### src/rtl/uart_rx_if.sv
// Byte stream carried from the UART receiver to its consumer, AXI-Stream style.
interface uart_rx_if;
  logic [7:0] axis_tdata;
  logic       axis_tvalid;
  logic       axis_tready;

  modport master (output axis_tdata, output axis_tvalid, input axis_tready);
  modport slave  (input axis_tdata, input axis_tvalid, output axis_tready);
endinterface

### src/rtl/uart_rx.sv
// 8N1 UART receiver, LSB first; holds each byte until the stream consumer takes it
// and flags framing errors and overruns as one-cycle pulses.
module uart_rx #(
  parameter int CLK_FREQ  = 25_000_000,
  parameter int BAUD_RATE = 115200
) (
  input  logic      clk,
  input  logic      rst,
  input  logic      rx_data,
  uart_rx_if.master axis,
  output logic      frame_err,
  output logic      overrun
);

  localparam int N_TICKS = CLK_FREQ / BAUD_RATE;
  localparam int HALF    = N_TICKS / 2;
  localparam int CW      = $clog2(N_TICKS);

  localparam logic [CW-1:0] CNT_LAST = CW'(N_TICKS - 1);
  localparam logic [CW-1:0] CNT_HALF = CW'(HALF - 1);

  typedef enum logic [2:0] {IDLE, START, DATA, STOP, BREAK} state_t;

  state_t        state_q, state_d;
  logic [CW-1:0] cnt_q, cnt_d;
  logic [2:0]    idx_q, idx_d;
  logic [7:0]    shift_q, shift_d;
  logic [1:0]    sync_q;
  logic          rx_s;

  logic [7:0]    tdata_q, tdata_d;
  logic          tvalid_q, tvalid_d;
  logic          ferr_q, ferr_d;
  logic          ovr_q, ovr_d;
  logic          load;

  assign rx_s = sync_q[1];

  always_ff @(posedge clk) begin
    if (rst) begin
      sync_q   <= 2'b11;
      state_q  <= IDLE;
      cnt_q    <= '0;
      idx_q    <= '0;
      shift_q  <= '0;
      tdata_q  <= '0;
      tvalid_q <= 1'b0;
      ferr_q   <= 1'b0;
      ovr_q    <= 1'b0;
    end else begin
      sync_q   <= {sync_q[0], rx_data};
      state_q  <= state_d;
      cnt_q    <= cnt_d;
      idx_q    <= idx_d;
      shift_q  <= shift_d;
      tdata_q  <= tdata_d;
      tvalid_q <= tvalid_d;
      ferr_q   <= ferr_d;
      ovr_q    <= ovr_d;
    end
  end

  always_comb begin
    state_d = state_q;
    cnt_d   = cnt_q;
    idx_d   = idx_q;
    shift_d = shift_q;
    load    = 1'b0;
    ferr_d  = 1'b0;

    case (state_q)
      IDLE: begin
        cnt_d = '0;
        idx_d = '0;
        if (!rx_s) state_d = START;
      end
      START: begin
        if (cnt_q == CNT_HALF) begin
          cnt_d   = '0;
          state_d = rx_s ? IDLE : DATA;
        end else begin
          cnt_d = cnt_q + 1'b1;
        end
      end
      DATA: begin
        if (cnt_q == CNT_LAST) begin
          cnt_d   = '0;
          shift_d = {rx_s, shift_q[7:1]};
          idx_d   = idx_q + 1'b1;
          if (idx_q == 3'd7) state_d = STOP;
        end else begin
          cnt_d = cnt_q + 1'b1;
        end
      end
      STOP: begin
        if (cnt_q == CNT_LAST) begin
          cnt_d = '0;
          if (rx_s) begin
            load    = 1'b1;
            state_d = IDLE;
          end else begin
            ferr_d  = 1'b1;
            state_d = BREAK;
          end
        end else begin
          cnt_d = cnt_q + 1'b1;
        end
      end
      BREAK: begin
        cnt_d = '0;
        if (rx_s) state_d = IDLE;
      end
      default: state_d = IDLE;
    endcase

    // A load always wins over a same-cycle handshake; overrun only when the old byte was not taken.
    tdata_d  = load ? shift_q : tdata_q;
    tvalid_d = load | (tvalid_q & ~axis.axis_tready);
    ovr_d    = load & tvalid_q & ~axis.axis_tready;
  end

  assign axis.axis_tdata  = tdata_q;
  assign axis.axis_tvalid = tvalid_q;
  assign frame_err        = ferr_q;
  assign overrun          = ovr_q;

endmodule

### src/flat_wrapper.sv
// flat-port wrapper written by rule: the top's interface ports become plain ports
module uart_rx_flat 
#(
  parameter int CLK_FREQ  = 25_000_000,
  parameter int BAUD_RATE = 115200
)
  (clk, rst, rx_data, frame_err, overrun, axis_axis_tdata, axis_axis_tvalid, axis_axis_tready);
  uart_rx_if axis_i ();
  input  logic clk;
  input  logic rst;
  input  logic rx_data;
  output logic frame_err;
  output logic overrun;
  output wire logic [$bits(axis_i.axis_tdata)-1:0] axis_axis_tdata;
  output wire logic [$bits(axis_i.axis_tvalid)-1:0] axis_axis_tvalid;
  input wire logic [$bits(axis_i.axis_tready)-1:0] axis_axis_tready;
  assign axis_axis_tdata = axis_i.axis_tdata;
  assign axis_axis_tvalid = axis_i.axis_tvalid;
  assign axis_i.axis_tready = axis_axis_tready;
  uart_rx #(.CLK_FREQ(CLK_FREQ), .BAUD_RATE(BAUD_RATE)) u_core (.clk(clk), .rst(rst), .rx_data(rx_data), .axis(axis_i), .frame_err(frame_err), .overrun(overrun));
endmodule
### config.mk
export PLATFORM = sky130hd
export DESIGN_NAME = uart_rx_flat
export DESIGN_NICKNAME = d
export VERILOG_FILES = /design/src/rtl/uart_rx_if.sv /design/src/rtl/uart_rx.sv /design/src/flat_wrapper.sv
export SDC_FILE = /design/constraint.sdc
export NUM_CORES = 1
export LEC_CHECK = 0
export BUFFER_PORTS_ARGS = -buffer_cell sky130_fd_sc_hd__buf_2
export CORE_ASPECT_RATIO = 1.2
export CORE_MARGIN = 2
export CORE_UTILIZATION = 39
export CTS_BUF_LIST = sky130_fd_sc_hd__clkbuf_4 sky130_fd_sc_hd__clkbuf_8
export DETAILED_ROUTE_END_ITERATION = 8
export PLACE_DENSITY = 0.63
export SETUP_SLACK_MARGIN = 0.4
export SYNTH_ARGS = -nofsm -noshare
export SYNTH_HDL_FRONTEND = slang
export SYNTH_SLANG_ARGS = --single-unit
### constraint.sdc
create_clock -name clk -period 1.6 [get_ports clk]
set_clock_uncertainty 0.05 [all_clocks]
set_input_delay 0.08 -clock clk [delete_from_list [all_inputs] [get_ports clk]]
set_output_delay 0.08 -clock clk [all_outputs]
set_load 0.01 [all_outputs]
==> report_table.html, run 1 <==
<table>
<tr><th>Metric</th><th>Value</th></tr>
<tr><th colspan="2">GRT</th></tr>
<tr><td>Total GRT Usage</td><td>0.1719</td></tr>
<tr><td>Pin count of the biggest net entering global routing</td><td>38</td></tr>
<tr><td>Most congested layer reported by global routing</td><td>met2</td></tr>
<tr><td>Via count of the first global-routing pass</td><td>1438</td></tr>
<tr><td>Global-route wire length before repair</td><td>6382 um</td></tr>
<tr><td>Global-route met1 utilization</td><td>0.1886</td></tr>
<tr><td>Total gr overflow</td><td>0</td></tr>
<tr><td>Antenna violations before repair</td><td>0</td></tr>
<tr><td>Global-route track usage on met3</td><td>0.04136</td></tr>
<tr><td>Global routing usage on met2</td><td>0.3041</td></tr>
<tr><th colspan="2">STA</th></tr>
<tr><td>Hold Violations, Final</td><td>0</td></tr>
<tr><td>Min Tclk post-route</td><td>1.619 ns</td></tr>
<tr><td>Tcrit/Tclk final</td><td>1.012</td></tr>
<tr><td>Final Max Tran Viols</td><td>0</td></tr>
<tr><td>Setup slack of the critical path after layout</td><td>-0.01906 ns</td></tr>
<tr><td>Worst slew pin tran</td><td>0.6485 ns</td></tr>
<tr><td>Setup repair after global routing missed its margin</td><td>yes</td></tr>
<tr><td>Headroom to the max-slew limit</td><td>0.5677</td></tr>
<tr><td>Fmax</td><td>617.6 MHz</td></tr>
<tr><td>Setup violations, final</td><td>6</td></tr>
<tr><th colspan="2">Routing</th></tr>
<tr><td>Number of detailed-routing iterations run before antenna repair</td><td>4</td></tr>
<tr><td>Total via count after detailed routing</td><td>1469</td></tr>
<tr><td>Total Routed Length</td><td>3722 um</td></tr>
<tr><td>DRC Markers</td><td>0</td></tr>
<tr><td>Via/cell ratio</td><td>5.228</td></tr>
<tr><td>Number of antenna-violating nets in the routed design</td><td>0</td></tr>
<tr><td>Count of routing violations after the opening detailed-route iteration</td><td>43</td></tr>
<tr><td>Per-cell routed wire length</td><td>13.25 um</td></tr>
<tr><th colspan="2">Synth</th></tr>
<tr><td>Number of enable-type register cells in the synthesized netlist</td><td>0</td></tr>
<tr><td>Cells after synthesis</td><td>177</td></tr>
<tr><td>Library cell occupying the most area in the post-synthesis netlist</td><td>sky130_fd_sc_hd__dfxtp_1</td></tr>
<tr><td>Synthesized area divided by synthesized cell count</td><td>9.444 um^2</td></tr>
<tr><td>Flop and latch count out of synthesis</td><td>35</td></tr>
<tr><td>Library cells used by synthesis</td><td>44</td></tr>
<tr><td>Largest family of logic cells by synthesized area</td><td>simple AND/OR/NAND/NOR gates</td></tr>
<tr><td>Main flop type after synthesis</td><td>sky130_fd_sc_hd__dfxtp_1</td></tr>
<tr><td>Post-Synth XOR/XNOR Area</td><td>0.005240</td></tr>
<tr><td>Arithmetic-cell share of the synthesized area counting full adders, half adders and majority gates</td><td>0.02994</td></tr>
<tr><td>Yosys warning count</td><td>0</td></tr>
<tr><td>Dominant cells by area after synthesis</td><td>sky130_fd_sc_hd__dfxtp_1 (42%), sky130_fd_sc_hd__mux2i_1 (10%), sky130_fd_sc_hd__nor2_1 (4.0%), sky130_fd_sc_hd__a21oi_1 (3.6%), sky130_fd_sc_hd__nand2_1 (3.1%)</td></tr>
<tr><td>Leading post-synthesis cells by instance count</td><td>sky130_fd_sc_hd__dfxtp_1 (35), sky130_fd_sc_hd__nor2_1 (18), sky130_fd_sc_hd__mux2i_1 (17)</td></tr>
<tr><td>Post-synth net total</td><td>185</td></tr>
<tr><td>Post-synth design cell area</td><td>1672 um^2</td></tr>
<tr><td>Share of cell area taken by muxes after synthesis</td><td>0.1018</td></tr>
<tr><td>Proportion of register bits with asynchronous set or reset after synthesis</td><td>0</td></tr>
<tr><td>Post-synthesis compound-gate area fraction</td><td>0.1796</td></tr>
<tr><td>Portion of synthesized cell area occupied by the leading cell type</td><td>0.4192</td></tr>
<tr><td>Seq/Total Area, Yosys</td><td>0.4192</td></tr>
<tr><td>Most numerous cell in the Yosys netlist</td><td>sky130_fd_sc_hd__dfxtp_1</td></tr>
<tr><td>Simple-gate share of the synthesized area</td><td>0.2081</td></tr>
<tr><th colspan="2">Clock network</th></tr>
<tr><td>TritonCTS clock tree</td><td>yes</td></tr>
<tr><td>Maximum root-to-sink buffer count</td><td>2</td></tr>
<tr><td>Number of CTS-inserted buffers</td><td>5</td></tr>
<tr><td>Clock sinks</td><td>35</td></tr>
<tr><td>CTS Root Cell</td><td>sky130_fd_sc_hd__clkbuf_8</td></tr>
<tr><td>Clock latency of the later-clocked register in the worst-skew pair</td><td>0.29 ns</td></tr>
<tr><td>Clock transition at the registers of the reported paths</td><td>0.07 ns</td></tr>
<tr><td>Number of H-tree levels</td><td>2</td></tr>
<tr><th colspan="2">Worst setup path</th></tr>
<tr><td>Kind of cell adding the most delay to the critical path</td><td>buffers and inverters</td></tr>
<tr><td>Crit Path Category</td><td>flip-flop to flip-flop</td></tr>
<tr><td>CP Data Arrival Time</td><td>1.72 ns</td></tr>
<tr><td>Cell Chain, Critical Path</td><td>inv_2 -&gt; ha_4 -&gt; nand4b_1 -&gt; buf_6 -&gt; nor4_4 -&gt; buf_4 -&gt; mux2i_1 -&gt; nor2_1</td></tr>
<tr><td>Bufs and invs on worst path</td><td>3</td></tr>
<tr><td>Critical path required time</td><td>1.70 ns</td></tr>
<tr><td>Worst R2R Start</td><td>u_core.cnt_q[0]</td></tr>
<tr><td>Critical path capture point type</td><td>flip-flop</td></tr>
<tr><td>Critical Path Fanout Max</td><td>4</td></tr>
<tr><td>Sort of element at the start of the critical path</td><td>flip-flop</td></tr>
<tr><td>Worst path max stage delay</td><td>0.33 ns</td></tr>
<tr><td>Library cell contributing the largest single delay on the critical path</td><td>sky130_fd_sc_hd__dfxtp_2</td></tr>
<tr><td>Crit path from</td><td>u_core.cnt_q[0]</td></tr>
<tr><th colspan="2">Floorplan</th></tr>
<tr><td>Full die area</td><td>4828 um^2</td></tr>
<tr><td>Initial core utilization</td><td>0.3983</td></tr>
<tr><td>Die outline width</td><td>63.77 um</td></tr>
<tr><td>Total I/O pin count</td><td>15</td></tr>
<tr><td>CORE AREA</td><td>4197 um^2</td></tr>
<tr><td>DIE HEIGHT</td><td>75.72 um</td></tr>
<tr><td>Row count</td><td>26</td></tr>
<tr><th colspan="2">Pwr</th></tr>
<tr><td>Static Leakage</td><td>0.0008780 uW</td></tr>
<tr><td>Worst VDD drop</td><td>0.0006530 V</td></tr>
<tr><td>Total power density per cell area</td><td>758.1 nW/um^2</td></tr>
<tr><th colspan="2">Place</th></tr>
<tr><td>Half-perimeter wire length after detailed placement</td><td>2423 um</td></tr>
<tr><td>Pre-CTS setup slack</td><td>-0.02371 ns</td></tr>
<tr><td>Cell area after placement</td><td>1959 um^2</td></tr>
<tr><td>Number of I/O port buffers</td><td>14</td></tr>
<tr><td>Global placement routability congestion</td><td>0.8118</td></tr>
<tr><th colspan="2">Run status</th></tr>
<tr><td>Outcome</td><td>finished with violations</td></tr>
<tr><td>Failing checks</td><td>setup timing</td></tr>
<tr><th colspan="2">Min path</th></tr>
<tr><td>Hold path start</td><td>axis_axis_tready</td></tr>
<tr><td>Type of the tightest min-delay check</td><td>input pin to flip-flop</td></tr>
<tr><th colspan="2">Final layout</th></tr>
<tr><td>Nets</td><td>232</td></tr>
<tr><td>Final design area excluding fillers</td><td>2282 um^2</td></tr>
<tr><td>Area grow syn2layout</td><td>36.53%</td></tr>
<tr><td>Antenna cells</td><td>0</td></tr>
<tr><td>Ratio of cells with drive above 1 in the final layout</td><td>0.3956</td></tr>
<tr><th colspan="2">Run</th></tr>
<tr><td>Max-capacitance violation count</td><td>0</td></tr>
</table>
-- repair_timing --
action / CTS / global route
hold buffers: 1 / 0
gates cloned: 2 / 0
hold endpoints to repair: 1 / 0
gates resized for setup: 28 / 6
setup endpoints to repair: 33 / 33
pin swaps: 13 / 9
buffers inserted: 6 / 0
-- worst paths after layout --
kind | slack, ns | endpoint | cells past startpoint
hold reg to reg | 0.36 | u_core.sync_q[1] | 1
setup reg to reg | -0.02 | u_core.shift_q[5] | 8
hold / removal | 0.07 | u_core.axis.axis_tvalid | 4
setup / recovery | -0.02 | u_core.shift_q[5] | 8
-- layout make-up --
type	count	area [um^2]
clock inverters	1	8.758
inverters	7	26.28
repair buffers	50	380.4
well taps	56	70.07
flip-flops and latches	35	703.2
clock buffers	7	90.09
fillers	376	1914
multi-input cells	125	1003
-- cell usage in the layout, fill, tap and decap left out, types with 3 or more instances in the layout --
cell type                  count
sky130_fd_sc_hd__inv_1         5
sky130_fd_sc_hd__mux2i_1      17
sky130_fd_sc_hd__buf_6        10
sky130_fd_sc_hd__clkbuf_8      6
sky130_fd_sc_hd__buf_2        14
sky130_fd_sc_hd__nor3_1        3
sky130_fd_sc_hd__nor2_1       18
sky130_fd_sc_hd__buf_4        25
sky130_fd_sc_hd__o211ai_1      4
sky130_fd_sc_hd__nand2b_1      4
sky130_fd_sc_hd__a21oi_1      11
sky130_fd_sc_hd__dfxtp_1      33
sky130_fd_sc_hd__nand2_1      12
-- cell families after synthesis --
group,after synthesis
AND/OR/NAND/NOR,60
AO/OA/AOI/OAI,42
flip-flops,35
buffers and inverters,18
multiplexers,17
adder cells (fa/ha/maj),4
XOR/XNOR,1
-- per-layer routing --
layer | share of wire | routed length, um
met3 | 0.033 | 123
met5 | 0 | 0
met1 | 0.43 | 1585
met4 | 0.044 | 163
met2 | 0.50 | 1850
-- worst register-to-register path: cells and delay by family (launching register included) --
family	cells	cell delay (ns)
buffers and inverters	3	0.42
AND/OR/NAND/NOR	3	0.36
flip-flops	1	0.33
adder cells (fa/ha/maj)	1	0.13
multiplexers	1	0.19
-- stage by stage --
| step | setup TNS (ns) | instances | util | hold WS [ns] | total power [uW] |
|---|---|---|---|---|---|
| finish | -0.07963 | 281 | 0.5438 | 0.06777 | 1730 |
| CTS | -0.05243 | 281 | 0.5379 | 0.06894 | 1749 |
| global route | -1.982 | 281 | 0.5438 | 0.08562 | 1800 |
| floorplan | 0 | 177 | - | 0.1338 | 993.0 |
| global placement | 0 | 264 | 0.4669 | 0.2147 | 1027 |
| detailed placement | -0.04126 | 264 | 0.4669 | 0.2200 | 1028 |
-- power by group --
group | leakage, uW | internal, uW | total, uW | switching, uW
combinational | 0.000543 | 63.7 | 148 | 84.2
sequential | 0.000284 | 881 | 892 | 11.0
clock | 0.0000519 | 369 | 690 | 321
-- flip-flops by register name, indices dropped and copies added (netlist names), 2 cells and up --
register,cells
u_core.axis.axis_tdata,8
u_core.cnt_q,8
u_core.idx_q,3
u_core.shift_q,8
u_core.state_q,3
u_core.sync_q,2
No activity file was read; power rests on OpenSTA's default activity.
==> run 2, diff against run 1 <==
--- a/config.mk
+++ b/config.mk
@@ -7,7 +7,6 @@
 export LEC_CHECK = 0
 export BUFFER_PORTS_ARGS = -buffer_cell sky130_fd_sc_hd__buf_2
 export CORE_ASPECT_RATIO = 1.2
-export CORE_MARGIN = 2
 export CORE_UTILIZATION = 39
 export CTS_BUF_LIST = sky130_fd_sc_hd__clkbuf_4 sky130_fd_sc_hd__clkbuf_8
 export DETAILED_ROUTE_END_ITERATION = 8
==> run 2 against run 1 <==
Critical endpoint is now u_core.axis.axis_tdata[2]. Design area decreased by 5.3%. Utilization fell by 0.83 points. The flow still finishes with violations (setup timing). Largest power group unchanged. Power is 4.1% lower. Register-to-register slack got worse by 0.05 ns. Worst setup slack lost 0.046 ns. Clock power fell by 8.7%. Die area fell by 5.7%. Critical path type unchanged. Critical path depth up 1. Clock-buffer cell count fell by 1. Via count fell by 0.61%. Global-route usage increased by 2.5 points.
==> report_table.html, run 2 (synthesis results as in run 1) <==
<table>
<tr><th>Metric</th><th>Value</th></tr>
<tr><th colspan="2">Worst setup path</th></tr>
<tr><td>Library cell contributing the largest single delay on the critical path</td><td>sky130_fd_sc_hd__dfxtp_2</td></tr>
<tr><td>Critical path capture point type</td><td>flip-flop</td></tr>
<tr><td>Critical path required time</td><td>1.70 ns (about the same)</td></tr>
<tr><td>Kind of cell adding the most delay to the critical path</td><td>buffers and inverters</td></tr>
<tr><td>Crit Path Category</td><td>flip-flop to flip-flop</td></tr>
<tr><td>Cell occurring most often along the worst timing path</td><td>sky130_fd_sc_hd__buf_6</td></tr>
<tr><td>Bufs and invs on worst path</td><td>4 (+1)</td></tr>
<tr><td>CP Data Arrival Time</td><td>1.76 ns (+0.04 ns)</td></tr>
<tr><td>Sort of element at the start of the critical path</td><td>flip-flop</td></tr>
<tr><td>Worst path max stage delay</td><td>0.33 ns (about the same)</td></tr>
<tr><td>Cell Chain, Critical Path</td><td>inv_2 -&gt; ha_4 -&gt; nand4b_1 -&gt; buf_6 -&gt; nor4_4 -&gt; buf_4 -&gt; buf_6 -&gt; mux2i_1 -&gt; nor2_1</td></tr>
<tr><td>Critical Path Fanout Max</td><td>5 (+1)</td></tr>
<tr><th colspan="2">Routing</th></tr>
<tr><td>Total Routed Length</td><td>3837 um (+3.1%)</td></tr>
<tr><td>DRC Markers</td><td>0 (unchanged)</td></tr>
<tr><td>Number of detailed-routing iterations run before antenna repair</td><td>4 (unchanged)</td></tr>
<tr><td>Number of antenna-violating nets in the routed design</td><td>0 (unchanged)</td></tr>
<tr><td>Per-cell routed wire length</td><td>14.16 um (+6.9%)</td></tr>
<tr><td>Count of routing violations after the opening detailed-route iteration</td><td>64 (+49%)</td></tr>
<tr><td>Total via count after detailed routing</td><td>1460 (-0.61%)</td></tr>
<tr><td>Via/cell ratio</td><td>5.387 (+3.1%)</td></tr>
<tr><th colspan="2">Pwr</th></tr>
<tr><td>Logic gate share of total power</td><td>0.085 (about the same)</td></tr>
<tr><td>Power share of the clock group</td><td>0.380 (-0.019)</td></tr>
<tr><td>Static Leakage</td><td>0.0008137 uW (-7.3%)</td></tr>
<tr><td>Sequential share of power</td><td>0.535 (+0.020)</td></tr>
<tr><td>Worst VDD drop</td><td>0.0006229 V (-4.6%)</td></tr>
<tr><td>Sw power</td><td>384.6 uW (-7.6%)</td></tr>
<tr><td>Internal power</td><td>1275 uW (-2.9%)</td></tr>
<tr><td>Total power density per cell area</td><td>768.2 nW/um^2 (+1.3%)</td></tr>
<tr><td>Overall power after layout</td><td>1660 uW (-4.1%)</td></tr>
<tr><td>Switching Fraction</td><td>0.2317 (-0.008921)</td></tr>
<tr><th colspan="2">GRT</th></tr>
<tr><td>Total GRT Usage</td><td>0.1974 (+0.02542)</td></tr>
<tr><td>Pin count of the biggest net entering global routing</td><td>38 (unchanged)</td></tr>
<tr><td>Antenna violations before repair</td><td>0 (unchanged)</td></tr>
<tr><td>Global-route wire length before repair</td><td>6582 um (+3.1%)</td></tr>
<tr><td>Total gr overflow</td><td>0 (unchanged)</td></tr>
<tr><td>Via count of the first global-routing pass</td><td>1543 (+7.3%)</td></tr>
<tr><th colspan="2">STA</th></tr>
<tr><td>Fmax</td><td>600.7 MHz (-2.7%)</td></tr>
<tr><td>Setup slack of the critical path after layout</td><td>-0.06478 ns (-0.04572 ns)</td></tr>
<tr><td>Final Max Tran Viols</td><td>0 (unchanged)</td></tr>
<tr><td>Headroom to the max-slew limit</td><td>0.5925 (+0.02480)</td></tr>
<tr><td>Min Tclk post-route</td><td>1.665 ns (+0.04572 ns)</td></tr>
<tr><td>Setup repair after global routing missed its margin</td><td>yes</td></tr>
<tr><td>Tcrit/Tclk final</td><td>1.040 (+0.02857)</td></tr>
<tr><td>Worst slew pin tran</td><td>0.6113 ns (-0.03720 ns)</td></tr>
<tr><td>Setup violations, final</td><td>18 (+12)</td></tr>
<tr><td>Hold Violations, Final</td><td>0 (unchanged)</td></tr>
<tr><th colspan="2">Final layout</th></tr>
<tr><td>Final design area excluding fillers</td><td>2161 um^2 (-5.3%)</td></tr>
<tr><td>Antenna cells</td><td>0 (unchanged)</td></tr>
<tr><td>Nets</td><td>225 (-3.0%)</td></tr>
<tr><td>Most common cell after layout, fill and taps aside</td><td>sky130_fd_sc_hd__dfxtp_1</td></tr>
<tr><td>Number of fillers in the final layout</td><td>362 (-3.7%)</td></tr>
<tr><td>Top library cells by usage in the layout, fill and taps aside</td><td>sky130_fd_sc_hd__dfxtp_1 (33), sky130_fd_sc_hd__buf_4 (23), sky130_fd_sc_hd__nor2_1 (18), sky130_fd_sc_hd__mux2i_1 (17), sky130_fd_sc_hd__buf_2 (14)</td></tr>
<tr><td>Area grow syn2layout</td><td>29.27%</td></tr>
<tr><td>Ratio of cells with drive above 1 in the final layout</td><td>0.3364 (-0.05915)</td></tr>
<tr><th colspan="2">Place</th></tr>
<tr><td>Number of I/O port buffers</td><td>14 (unchanged)</td></tr>
<tr><td>Cell area after placement</td><td>1887 um^2 (-3.7%)</td></tr>
<tr><td>Global placement routability congestion</td><td>0.8948 (+10%)</td></tr>
<tr><td>Pre-CTS setup slack</td><td>-0.07365 ns (-0.04994 ns)</td></tr>
<tr><td>Half-perimeter wire length after detailed placement</td><td>2415 um (-0.33%)</td></tr>
<tr><th colspan="2">Run</th></tr>
<tr><td>Max-capacitance violation count</td><td>0 (unchanged)</td></tr>
<tr><th colspan="2">Clock network</th></tr>
<tr><td>Number of CTS-inserted buffers</td><td>5 (unchanged)</td></tr>
<tr><td>Clock transition at the registers of the reported paths</td><td>0.07 ns (about the same)</td></tr>
<tr><td>CTS Root Cell</td><td>sky130_fd_sc_hd__clkbuf_8</td></tr>
<tr><td>Clock latency of the later-clocked register in the worst-skew pair</td><td>0.28 ns (about the same)</td></tr>
<tr><td>TritonCTS clock tree</td><td>yes</td></tr>
<tr><td>Number of H-tree levels</td><td>2 (unchanged)</td></tr>
<tr><td>Maximum root-to-sink buffer count</td><td>2 (unchanged)</td></tr>
<tr><td>Clock sinks</td><td>35 (unchanged)</td></tr>
<tr><th colspan="2">Floorplan</th></tr>
<tr><td>Row count</td><td>25 (-3.8%)</td></tr>
<tr><td>Initial core utilization</td><td>0.4143 (+0.01593)</td></tr>
<tr><td>DIE HEIGHT</td><td>73.72 um (-2.6%)</td></tr>
<tr><td>Full die area</td><td>4553 um^2 (-5.7%)</td></tr>
<tr><td>Die outline width</td><td>61.77 um (-3.1%)</td></tr>
<tr><td>Total I/O pin count</td><td>15 (unchanged)</td></tr>
<tr><td>CORE AREA</td><td>4035 um^2 (-3.8%)</td></tr>
<tr><th colspan="2">Min path</th></tr>
<tr><td>Type of the tightest min-delay check</td><td>input pin to flip-flop</td></tr>
<tr><th colspan="2">Run status</th></tr>
<tr><td>Failing checks</td><td>setup timing</td></tr>
<tr><td>Outcome</td><td>finished with violations</td></tr>
</table>
-- run 2: changes by cell type in the layout (fill, tap and decap cells not counted), moves of 2 or more --
cell | before | now
sky130_fd_sc_hd__buf_6 | 10 | 4
sky130_fd_sc_hd__buf_4 | 25 | 23
sky130_fd_sc_hd__o22ai_1 | 2 | 4
sky130_fd_sc_hd__o22ai_2 | 2 | 0
sky130_fd_sc_hd__o31ai_1 | 0 | 2
-- run 2: repair_timing --
item                                    CTS  global route
hold endpoints to repair                  1             0
pin swaps                                 9             7
endpoints found under the setup margin   33            33
setup buffers                             9             1
resized for setup                        16             4
gates cloned                              2             0
hold buffers                              1             0
-- run 2: final timing paths --
check,endpoint,cells after the start,slack [ns],startpoint
max,u_core.axis.axis_tdata[2],9,-0.06,u_core.cnt_q[0]
min,u_core.axis.axis_tvalid,4,0.08,axis_axis_tready
max reg2reg,u_core.axis.axis_tdata[2],9,-0.06,u_core.cnt_q[0]
min reg2reg,u_core.sync_q[1],1,0.36,u_core.sync_q[0]
-- run 2: power groups by stage --
| stage | Sequential [uW] | Clock [uW] | Combinational (uW) |
|---|---|---|---|
| after CTS | 888 | 643 | 133 |
| after detailed placement | 908 | 0 | 114 |
| after global placement | 907 | 0 | 111 |
| after global routing | 889 | 675 | 154 |
| after floorplan | 906 | 0 | 86.6 |
| final | 889 | 630 | 141 |
-- run 2: worst register-to-register path, delay by kind of cell, from the launching register on --
kind	cells	cell delay, ns
simple gates	3	0.32
buf+inv	4	0.52
flops	1	0.33
fa+ha+maj	1	0.13
mux	1	0.18
-- run 2: routing by layer --
layer,share of wire,global-route usage,vias up
met3,0.036,0.05106,8
met2,0.57,0.3680,33
met1,0.38,0.1935,702
met5,0,0,-
li1,-,-,717
met4,0.022,0.09630,0
-- run 2: metrics by stage --
stage          hold slack, ns  setup TNS (ns)  instances    util
6_report              0.07721         -0.5728        271  0.5355
5_1_grt                0.1039          -3.357        271  0.5355
4_1_cts               0.05805         -0.2942        270  0.5315
3_5_place_dp           0.2190         -0.3786        251  0.4676
3_3_place_gp           0.2166        -0.02961        251  0.4676
2_1_floorplan          0.1338               0        177       -
-- run 2: layout make-up --
class / instances / area [um^2] / area share
Sequential cell: 35 / 703.2 / 0.3254
Timing Repair Buffer: 43 / 317.8 / 0.1471
Multi-Input combinational cell: 125 / 958.4 / 0.4435
Clock buffer: 6 / 82.58 / 0.03822
Tap cell: 54 / 67.56 / 0.03127
Inverter: 7 / 26.28 / 0.01216
Clock inverter: 1 / 5.005 / 0.002316
==> run 3, diff against run 2 <==
--- a/config.mk
+++ b/config.mk
@@ -7,6 +7,7 @@
 export LEC_CHECK = 0
 export BUFFER_PORTS_ARGS = -buffer_cell sky130_fd_sc_hd__buf_2
 export CORE_ASPECT_RATIO = 1.2
+export CORE_MARGIN = 5
 export CORE_UTILIZATION = 39
 export CTS_BUF_LIST = sky130_fd_sc_hd__clkbuf_4 sky130_fd_sc_hd__clkbuf_8
 export DETAILED_ROUTE_END_ITERATION = 8
==> run 3 against run 2 <==
Critical endpoint is now u_core.axis.axis_tdata[0]. Power is 2.5% higher. Via count is 1.9% lower. The flow still finishes with violations (setup timing). Non-clock buffer count rose by 9. Largest power group unchanged. Critical path type unchanged. Highest routed layer unchanged.
==> report_table.html, run 3 (synthesis results as in run 1) <==
<table>
<tr><th>Metric</th><th>Value</th></tr>
<tr><th colspan="2">Clock network</th></tr>
<tr><td>Number of H-tree levels</td><td>2 (unchanged)</td></tr>
<tr><td>Clock latency of the later-clocked register in the worst-skew pair</td><td>0.29 ns (about the same)</td></tr>
<tr><td>Number of CTS-inserted buffers</td><td>5 (unchanged)</td></tr>
<tr><td>CTS Root Cell</td><td>sky130_fd_sc_hd__clkbuf_8</td></tr>
<tr><td>TritonCTS clock tree</td><td>yes</td></tr>
<tr><td>Clock transition at the registers of the reported paths</td><td>0.07 ns (about the same)</td></tr>
<tr><td>Maximum root-to-sink buffer count</td><td>2 (unchanged)</td></tr>
<tr><td>Clock sinks</td><td>35 (unchanged)</td></tr>
<tr><th colspan="2">Floorplan</th></tr>
<tr><td>CORE AREA</td><td>4197 um^2 (+4.0%)</td></tr>
<tr><td>Initial core utilization</td><td>0.3983 (-0.01593)</td></tr>
<tr><td>DIE HEIGHT</td><td>81.72 um (+11%)</td></tr>
<tr><td>Total I/O pin count</td><td>15 (unchanged)</td></tr>
<tr><td>Row count</td><td>26 (+4.0%)</td></tr>
<tr><td>Die outline width</td><td>69.77 um (+13%)</td></tr>
<tr><td>Full die area</td><td>5701 um^2 (+25%)</td></tr>
<tr><th colspan="2">STA</th></tr>
<tr><td>Worst hold margin</td><td>0.05467 ns (-0.02254 ns)</td></tr>
<tr><td>Setup repair after global routing missed its margin</td><td>yes</td></tr>
<tr><td>Min Tclk post-route</td><td>1.641 ns (-0.02421 ns)</td></tr>
<tr><td>Worst slew pin tran</td><td>0.6548 ns (+0.04353 ns)</td></tr>
<tr><td>Final Max Tran Viols</td><td>0 (unchanged)</td></tr>
<tr><td>Tcrit/Tclk final</td><td>1.025 (-0.01513)</td></tr>
<tr><td>Setup violations, final</td><td>10 (-8)</td></tr>
<tr><td>Post-Route Setup TNS</td><td>-0.2478 ns (+0.3250 ns)</td></tr>
<tr><td>Headroom to the max-slew limit</td><td>0.5634 (-0.02902)</td></tr>
<tr><td>Setup slack of the critical path after layout</td><td>-0.04057 ns (+0.02421 ns)</td></tr>
<tr><td>Fmax</td><td>609.5 MHz (+1.5%)</td></tr>
<tr><td>Hold Violations, Final</td><td>0 (unchanged)</td></tr>
<tr><th colspan="2">Worst setup path</th></tr>
<tr><td>Critical path required time</td><td>1.70 ns (about the same)</td></tr>
<tr><td>Cell depth of the worst flop-to-flop path</td><td>8 (-1)</td></tr>
<tr><td>Crit path from</td><td>u_core.cnt_q[0]</td></tr>
<tr><td>Critical Path Fanout Max</td><td>4 (-1)</td></tr>
<tr><td>Register-to-register setup slack</td><td>-0.04 ns (+0.02 ns)</td></tr>
<tr><td>Logic depth of the worst setup path including buffers</td><td>8 (-1)</td></tr>
<tr><td>Library cell contributing the largest single delay on the critical path</td><td>sky130_fd_sc_hd__dfxtp_2</td></tr>
<tr><td>Sort of element at the start of the critical path</td><td>flip-flop</td></tr>
<tr><td>Worst setup path endpoint</td><td>u_core.axis.axis_tdata[0]</td></tr>
<tr><td>Cell Chain, Critical Path</td><td>inv_2 -&gt; ha_4 -&gt; nand4b_1 -&gt; buf_6 -&gt; nor4_4 -&gt; buf_4 -&gt; mux2i_1 -&gt; nor2_1</td></tr>
<tr><td>Kind of cell adding the most delay to the critical path</td><td>buffers and inverters</td></tr>
<tr><td>CP Data Arrival Time</td><td>1.74 ns (-0.02 ns)</td></tr>
<tr><td>Crit Path Category</td><td>flip-flop to flip-flop</td></tr>
<tr><td>Bufs and invs on worst path</td><td>3 (-1)</td></tr>
<tr><td>FF-to-FF End</td><td>u_core.axis.axis_tdata[0]</td></tr>
<tr><td>Critical path capture point type</td><td>flip-flop</td></tr>
<tr><td>Worst R2R Start</td><td>u_core.cnt_q[0]</td></tr>
<tr><td>Worst path max stage delay</td><td>0.33 ns (about the same)</td></tr>
<tr><th colspan="2">Routing</th></tr>
<tr><td>Met3 routed wirelength</td><td>83 um (-39%)</td></tr>
<tr><td>Number of detailed-routing iterations run before antenna repair</td><td>4 (unchanged)</td></tr>
<tr><td>Via/cell ratio</td><td>5.078 (-5.7%)</td></tr>
<tr><td>Highest metal layer used by the detailed router</td><td>met4</td></tr>
<tr><td>Wire length on met2</td><td>2098 um (-3.4%)</td></tr>
<tr><td>Total via count after detailed routing</td><td>1432 (-1.9%)</td></tr>
<tr><td>Total Routed Length</td><td>3918 um (+2.1%)</td></tr>
<tr><td>DRC Markers</td><td>0 (unchanged)</td></tr>
<tr><td>WL met1</td><td>1641 um (+14%)</td></tr>
<tr><td>Per-cell routed wire length</td><td>13.89 um (-1.9%)</td></tr>
<tr><td>Count of routing violations after the opening detailed-route iteration</td><td>50 (-22%)</td></tr>
<tr><td>Number of antenna-violating nets in the routed design</td><td>0 (unchanged)</td></tr>
<tr><th colspan="2">Final layout</th></tr>
<tr><td>Nets</td><td>233 (+3.6%)</td></tr>
<tr><td>Final design area excluding fillers</td><td>2322 um^2 (+7.5%)</td></tr>
<tr><td>Area grow syn2layout</td><td>38.92%</td></tr>
<tr><td>Antenna cells</td><td>0 (unchanged)</td></tr>
<tr><td>Ratio of cells with drive above 1 in the final layout</td><td>0.4204 (+0.08395)</td></tr>
<tr><td>Fin cells</td><td>282 (+4.1%)</td></tr>
<tr><td>Top library cells by usage in the layout, fill and taps aside</td><td>sky130_fd_sc_hd__dfxtp_1 (32), sky130_fd_sc_hd__buf_4 (24), sky130_fd_sc_hd__nor2_1 (18), sky130_fd_sc_hd__mux2i_1 (17), sky130_fd_sc_hd__buf_2 (14)</td></tr>
<tr><td>Most common cell after layout, fill and taps aside</td><td>sky130_fd_sc_hd__dfxtp_1</td></tr>
<tr><th colspan="2">Place</th></tr>
<tr><td>Global placement routability congestion</td><td>0.8389 (-6.2%)</td></tr>
<tr><td>Cell area after placement</td><td>1974 um^2 (+4.6%)</td></tr>
<tr><td>Inst Count DP</td><td>266 (+6.0%)</td></tr>
<tr><td>Number of I/O port buffers</td><td>14 (unchanged)</td></tr>
<tr><td>Half-perimeter wire length after detailed placement</td><td>2459 um (+1.8%)</td></tr>
<tr><th colspan="2">Pwr</th></tr>
<tr><td>Total power density per cell area</td><td>732.4 nW/um^2 (-4.7%)</td></tr>
<tr><td>Overall power after layout</td><td>1701 uW (+2.5%)</td></tr>
<tr><td>Static Leakage</td><td>0.0009446 uW (+16%)</td></tr>
<tr><td>Worst VDD drop</td><td>0.0005993 V (-3.8%)</td></tr>
<tr><th colspan="2">GRT</th></tr>
<tr><td>Antenna violations before repair</td><td>0 (unchanged)</td></tr>
<tr><td>Total GRT Usage</td><td>0.1478 (-0.04957)</td></tr>
<tr><td>Global-route wire length before repair</td><td>6651 um (+1.0%)</td></tr>
<tr><td>Total gr overflow</td><td>0 (unchanged)</td></tr>
<tr><td>Via count of the first global-routing pass</td><td>1423 (-7.8%)</td></tr>
<tr><td>Pin count of the biggest net entering global routing</td><td>38 (unchanged)</td></tr>
<tr><th colspan="2">Run</th></tr>
<tr><td>Max-capacitance violation count</td><td>0 (unchanged)</td></tr>
<tr><th colspan="2">Run status</th></tr>
<tr><td>Outcome</td><td>finished with violations</td></tr>
<tr><td>Failing checks</td><td>setup timing</td></tr>
<tr><th colspan="2">Min path</th></tr>
<tr><td>Type of the tightest min-delay check</td><td>input pin to flip-flop</td></tr>
</table>
-- run 3: cell type report --
class,instances,area (um^2)
clock buffers,6,76.32
clock inverters,2,12.51
fillers,386,1874
inverters,7,26.28
multi-input cells,124,1026
flip-flops and latches,35,704.4
well taps,56,70.07
repair buffers,52,406.6
-- run 3: worst min-delay path by stage --
stage	from	end	cells past startpoint
final	axis_axis_tready	u_core.axis.axis_tvalid	4
after global routing	axis_axis_tready	u_core.axis.axis_tvalid	4
after CTS	axis_axis_tready	u_core.axis.axis_tvalid	4
after detailed placement	rx_data	u_core.sync_q[0]	2
after global placement	rx_data	u_core.sync_q[0]	2
after floorplan	rx_data	u_core.sync_q[0]	1
-- run 3: through the flow --
| stage | utilization | setup slack [ns] |
|---|---|---|
| after floorplan | - | 0.07121 |
| after global placement | 0.4705 | -0.03371 |
| after detailed placement | 0.4705 | -0.08530 |
| after CTS | 0.5391 | -0.04311 |
| after global routing | 0.5534 | -0.1550 |
| final | 0.5534 | -0.04057 |
-- run 3: report_power, final --
group,switching [uW],total (uW),internal (uW)
Clock,321,642,321
Combinational,89.7,171,81.2
Sequential,7.56,888,881
-- run 3: tightest hold or removal path, stage by stage --
cell and delay (ns):
sky130_fd_sc_hd__buf_2 0.09, sky130_fd_sc_hd__inv_1 0.05, sky130_fd_sc_hd__a21oi_1 0.06, sky130_fd_sc_hd__nor2_1 0.07
-- run 3: routing by layer --
metal,GRT usage,vias up
met4,0.06897,0
met1,0.1613,673
li1,-,732
met2,0.2722,19
met3,0.03427,8
met5,0,-
-- run 3: what timing repair did --
action / CTS / global route
resized for setup: 31 / 14
endpoints found under the setup margin: 33 / 33
setup buffers: 5 / 1
pin swaps: 4 / 7
gates cloned: 1 / 0
hold buffers: 1 / 0
endpoints found under the hold margin: 1 / 0
